==> config.mk <==
export PLATFORM = sky130hd
export DESIGN_NAME = seq_detect_ctrl
export DESIGN_NICKNAME = d
export VERILOG_FILES = /design/src/rtl/seq_ctrl_pkg.sv /design/src/rtl/sd_shift_matcher.sv /design/src/rtl/seq_detect_ctrl.sv
export SDC_FILE = /design/constraint.sdc
export NUM_CORES = 1
export LEC_CHECK = 0
export ABC_AREA = 0
export ABC_CLOCK_PERIOD_IN_PS = 2500
export BUFFER_PORTS_ARGS = -buffer_cell sky130_fd_sc_hd__buf_2
export CAP_MARGIN = 20
export CORE_MARGIN = 2
export CORE_UTILIZATION = 51
export CTS_BUF_LIST = sky130_fd_sc_hd__clkbuf_4
export CTS_CLUSTER_DIAMETER = 40
export CTS_CLUSTER_SIZE = 25
export DETAILED_ROUTE_END_ITERATION = 12
export PLACE_DENSITY = 0.8
export REMOVE_ABC_BUFFERS = 1
export SLEW_MARGIN = 20
export SYNTH_ARGS = -nofsm -noshare
export SYNTH_HDL_FRONTEND = slang
export SYNTH_SLANG_ARGS = --single-unit
export TNS_END_PERCENT = 20
==> constraint.sdc <==
create_clock -name clk -period 2.5 [get_ports clk]
set_input_delay 0.125 -clock clk [delete_from_list [all_inputs] [get_ports clk]]
set_output_delay 0.125 -clock clk [all_outputs]
set_load 0.01 [all_outputs]
==> src/rtl/seq_ctrl_pkg.sv <==
// seq_ctrl_pkg: shared FSM state encoding and reset pattern for the serial pattern detector.
package seq_ctrl_pkg;
    typedef enum logic {ST_IDLE, ST_SHIFT} state_e;
    localparam logic [3:0] PAT_DEFAULT = 4'b0101;
endpackage

==> src/rtl/sd_shift_matcher.sv <==
// sd_shift_matcher: bit history, saturating seen counter, length-masked compare and registered match pulse.
module sd_shift_matcher #(
    parameter int PAT_W = 4,
    parameter int LEN_W = 3
) (
    input  logic             clk,
    input  logic             reset,
    input  logic             shift_i,
    input  logic             bit_i,
    input  logic             clr_i,
    input  logic [PAT_W-1:0] pat_i,
    input  logic [LEN_W-1:0] len_i,
    output logic             match_o
);
    logic [PAT_W-1:0] hist_q, hist_d, mask;
    logic [LEN_W-1:0] seen_q, seen_d;
    logic             match_q, hit;

    always_comb begin
        hist_d = (hist_q << 1) | PAT_W'(bit_i);
        seen_d = (seen_q == LEN_W'(PAT_W)) ? seen_q : seen_q + 1'b1;
        mask   = ~({PAT_W{1'b1}} << len_i);
        hit    = (seen_d >= len_i) && (((hist_d ^ pat_i) & mask) == '0);
    end

    always_ff @(posedge clk or posedge reset) begin
        if (reset) begin
            hist_q  <= '0;
            seen_q  <= '0;
            match_q <= 1'b0;
        end else if (clr_i) begin
            hist_q  <= '0;
            seen_q  <= '0;
            match_q <= 1'b0;
        end else begin
            match_q <= shift_i & hit;
            if (shift_i) begin
                hist_q <= hist_d;
                seen_q <= seen_d;
            end
        end
    end

    assign match_o = match_q;
endmodule

==> src/rtl/seq_detect_ctrl.sv <==
// seq_detect_ctrl: word handshake, MSB-first serializer, pattern config and saturating match counter with sticky irq.
module seq_detect_ctrl
    import seq_ctrl_pkg::*;
#(
    parameter int DATA_W = 8,
    parameter int PAT_W  = 4,
    parameter int CNT_W  = 8
) (
    input  logic              clk,
    input  logic              reset,
    input  logic              in_valid,
    input  logic [DATA_W-1:0] in_data,
    output logic              in_ready,
    input  logic              cfg_we,
    input  logic [PAT_W-1:0]  cfg_pat,
    input  logic [2:0]        cfg_len,
    input  logic [CNT_W-1:0]  cfg_thr,
    input  logic              cnt_clr,
    input  logic              flush,
    output logic              busy,
    output logic              match,
    output logic [CNT_W-1:0]  match_cnt,
    output logic              irq
);
    localparam int IDX_W = (DATA_W > 1) ? $clog2(DATA_W) : 1;

    state_e             state_q;
    logic [DATA_W-1:0]  shreg_q;
    logic [IDX_W-1:0]   idx_q;
    logic [PAT_W-1:0]   pat_q;
    logic [2:0]         len_q, len_cl;
    logic [CNT_W-1:0]   cnt_q, cnt_d;
    logic               irq_q, irq_d, ready_q, busy_q;
    logic               xfer, cfg_ok;

    always_comb begin
        xfer   = in_valid & ready_q & ~flush;
        cfg_ok = cfg_we & (state_q == ST_IDLE) & ~xfer;
        len_cl = (cfg_len == 3'd0 || cfg_len > 3'(PAT_W)) ? 3'(PAT_W) : cfg_len;
        cnt_d  = cnt_clr ? '0 : (match && !(&cnt_q)) ? cnt_q + 1'b1 : cnt_q;
        irq_d  = !cnt_clr && (irq_q || (cfg_thr != '0 && cnt_d >= cfg_thr));
    end

    // in_ready/busy are registered alongside the state so they never depend on same-cycle inputs
    always_ff @(posedge clk or posedge reset) begin
        if (reset) begin
            state_q <= ST_IDLE;
            shreg_q <= '0;
            idx_q   <= '0;
            pat_q   <= PAT_W'(PAT_DEFAULT);
            len_q   <= 3'(PAT_W);
            cnt_q   <= '0;
            irq_q   <= 1'b0;
            ready_q <= 1'b1;
            busy_q  <= 1'b0;
        end else begin
            if (flush) begin
                state_q <= ST_IDLE;
                ready_q <= 1'b1;
                busy_q  <= 1'b0;
            end else if (xfer) begin
                shreg_q <= in_data;
                idx_q   <= IDX_W'(DATA_W - 1);
                state_q <= ST_SHIFT;
                ready_q <= (DATA_W == 1);
                busy_q  <= 1'b1;
            end else if (state_q == ST_SHIFT) begin
                idx_q   <= idx_q - 1'b1;
                state_q <= (idx_q == '0) ? ST_IDLE : ST_SHIFT;
                ready_q <= (idx_q <= IDX_W'(1));
                busy_q  <= (idx_q != '0);
            end
            if (cfg_ok) begin
                pat_q <= cfg_pat;
                len_q <= len_cl;
            end
            cnt_q <= cnt_d;
            irq_q <= irq_d;
        end
    end

    sd_shift_matcher #(.PAT_W(PAT_W), .LEN_W(3)) u_match (
        .clk     (clk),
        .reset   (reset),
        .shift_i (state_q == ST_SHIFT),
        .bit_i   (shreg_q[idx_q]),
        .clr_i   (flush | cfg_ok),
        .pat_i   (pat_q),
        .len_i   (len_q),
        .match_o (match)
    );

    assign in_ready  = ready_q;
    assign busy      = busy_q;
    assign match_cnt = cnt_q;
    assign irq       = irq_q;
endmodule
==> results.ini <==
[run_status]
status = finished clean

[routing]
drt-vias-per-instance = 5.20
ant_nets = 0
drc = 0
totalWireLength_um = 4080
drt-initial-drc-count = 60
drt-wirelength-per-cell_um = 13.0
vias = 1634
drt_pass1_iterations = 4

[cts]
numCtsBuffers = 5
cts.clk_slew.worst_paths_ns = 0.12
clk_latency_ns = 0.35
ctsLongestPathBuffers = 2
cts_sinks = 37
htreeDepth = 2
clockRootBuffer = clkbuf_4
cts_tree = yes

[pwr]
vdd_drop_max_mv = 0.490
p_leak_nw = 1.30
power_density_nw_per_um2 = 521

[cells_and_area]
antenna_cells = 0
area_growth_syn_to_layout_pct = 25.6
fin_util_pct = 65.8
ff_latch_area_um2 = 931
multiInputGateArea_um2 = 1070
fill_cells = 286
drive_gt1_share_pct = 26.1
stdcell_count = 314
nets = 310
final_area_um2 = 2590

[critical_path]
path_delay_family = compound AO/OA/AOI/OAI gates
cp.buffers_inverters = 1
end_kind = register
crit_arrival_ns = 2.59
crit_chain = ha_2 -> and3_4 -> a31oi_4 -> buf_4 -> a311oi_4 -> ha_1 -> a21o_1 -> a21oi_2 -> o21ai_1 -> nand4_1 -> a21oi_1
slowest_stage = dfrtp_1
critPathRequiredTime_ns = 2.73
cpPeakStageDelay_ns = 0.41
path_max_fanout = 5
crit_path_start_kind = register
worstSetupPathType = register to register

[die]
die_w_um = 67.6
num_io_pins = 41
initial_core_util_pct = 52.4
die_h_um = 67.6
fp.coreArea_um2 = 3940
rows = 23
dieArea_um2 = 4570

[yosys]
synth-compound-area-share_pct = 10.7
synth-seq-cells = 37
synthArstFlopShare_pct = 100
ys_types = 41
synthSimpleGateAreaFrac_pct = 13.5
synthCells = 200
synth.mux.area_fraction_pct = 10.1
yosys-top-cells-area = dfrtp_1 40%, ha_1 11%, mux2_1 6.5%
syn_area_um2 = 2060
synth_fa_ha_area_share_pct = 10.9
synth_top_family_by_area = simple AND/OR/NAND/NOR gates
synth_flop_cell = dfrtp_1
yosys.area.top_type = dfrtp_1
seq_area_frac_synth_pct = 45.1
syn_avg_cell_area_um2 = 10.3
synth_top_area_share_pct = 40.0
ys.warnings.count = 0
synthXorXnorAreaFrac_pct = 4.67
synth_edf_count = 0

[sta]
worst_slew_pin_slew_ns = 0.466
setup_slack_ns = 0.140
drv_slew = 0
hold_ws_ns = 0.0157
fmax_mhz = 424
relSlewSlack_pct = 68.9
fin_crit_sh_pct = 94.4
setup_viol = 0
finalCriticalPeriod_ns = 2.36
hold_violations = 0
fin_skew_ns = 0.0156

[flow_run]
cap_violations = 0

[global_route]
first_global_vias = 1591
grt_usage_pct = 20.5
antenna_found_initial = 0
grt_max_degree = 38
globalRouteOverflowTotal = 0
grt_pass1_wl_um = 6880

[placed_design]
dp_hpwl_um = 2990
gp_congestion = 0.811
place_area_um2 = 2320
dp_cells = 287
dp_slack_ns = -0.0683
port_buffers = 40

[hold_path]
min_path_type = input pin to register

==> path summary, 6_finish.rpt <==
check                           cells after the start                 to          from  slack, ns
worst min register to register                      1         shreg_q[7]    shreg_q[7]       0.49
min in group asynchronous                           4  u_match.seen_q[1]         reset       0.41
max in group asynchronous                           4           in_ready         reset       1.73
worst min-delay path                                3           len_q[1]    cfg_len[1]       0.02
worst max-delay path                               11                irq  match_cnt[0]       0.14
worst max register to register                     11                irq  match_cnt[0]       0.14
==> stage by stage <==
| step | power [mW] | TNS [ns] |
|---|---|---|
| 2_1_floorplan | 0.914 | 0 |
| 3_3_place_gp | 0.989 | 0 |
| 3_5_place_dp | 1.01 | -0.0683 |
| 4_1_cts | 1.36 | 0 |
| 5_1_grt | 1.43 | -0.0193 |
| 6_report | 1.35 | 0 |
==> worst register-to-register path, cell delays in order (launching register included) <==
cell	delay [ns]
dfrtp_1	0.41
ha_2	0.20
and3_4	0.20
a31oi_4	0.12
buf_4	0.17
a311oi_4	0.32
ha_1	0.30
a21o_1	0.20
a21oi_2	0.13
o21ai_1	0.08
nand4_1	0.08
a21oi_1	0.07
==> metal layers <==
metal	track usage (%)	share of wire, %
met1	25.0	44
met2	35.3	52
met3	4.00	2.9
met4	8.42	1.6
met5	0	0
==> repair_timing <==
| item | CTS | global route |
|---|---|---|
| pin swaps | 0 | 8 |
| hold endpoints to repair | 46 | 0 |
| hold buffers | 14 | 0 |
| buffers inserted | 0 | 5 |
| setup endpoints to repair | 1 | 1 |
| gates resized for setup | 1 | 6 |
==> logic make-up after synthesis <==
family / count (synthesis)
fa+ha+maj: 18
xor+xnor: 11
flops: 37
buf+inv: 26
compound gates: 34
simple gates: 58
mux: 16
==> synth_stat cells, drive strengths merged (2+ instances only) <==
cell and instances:
a211oi 3, a21o 4, a21oi 13, a31oi 2
and3 3, buf 3, clkbuf 2, dfrtp 33
dfstp 4, ha 18, inv 21, mux2 12
mux2i 2, mux4 2, nand2 22, nand2b 3
nand3 6, nand4 4, nor2 10, nor3 2
nor4 2, o21ai 6, or2 2, xnor2 3
xor2 8
==> final cells by class <==
cell class / count / area share (%)
Timing Repair Buffer: 61 / 15.2
Sequential cell: 37 / 35.9
Multi-Input combinational cell: 137 / 41.2
Tap cell: 50 / 2.41
Clock buffer: 8 / 2.32
Inverter: 21 / 3.04
==> state kept, by name, indices dropped and copies added, names as in the netlist <==
name,cells
state_q,1
match_cnt,8
in_ready,1
u_match.match_o,1
idx_q,3
irq,1
u_match.hist_q,3
shreg_q,8
busy,1
len_q,3
u_match.seen_q,3
pat_q,4
==> placed cells by master, fill, tap and decap left out, types with 2 or more instances in the layout <==
cell type and count:
mux2_1 12, a21o_1 4, nand3_1 6, nor2_1 10
nand4_1 4, mux2i_1 2, dlygate4sd3_1 14, dfrtp_1 33
nor3_1 2, o21ai_1 5, dfstp_2 4, clkbuf_4 8
nand2_2 2, a21oi_1 12, xor2_1 8, nand2b_1 3
mux4_1 2, buf_2 40, inv_1 20, xnor2_1 3
nand2_1 20, a211oi_1 3, buf_4 7, nor4_1 2
ha_1 17, and3_1 2
==> power breakdown <==
group	internal (mW)	switching [mW]	total, mW	leakage, nW
Sequential	0.671	0.0508	0.722	0.464
Clock	0.145	0.192	0.337	0.0368
Combinational	0.147	0.146	0.292	0.803
Total	0.962	0.388	1.35	1.30
Note: power is estimated with default switching activity, not from simulation.
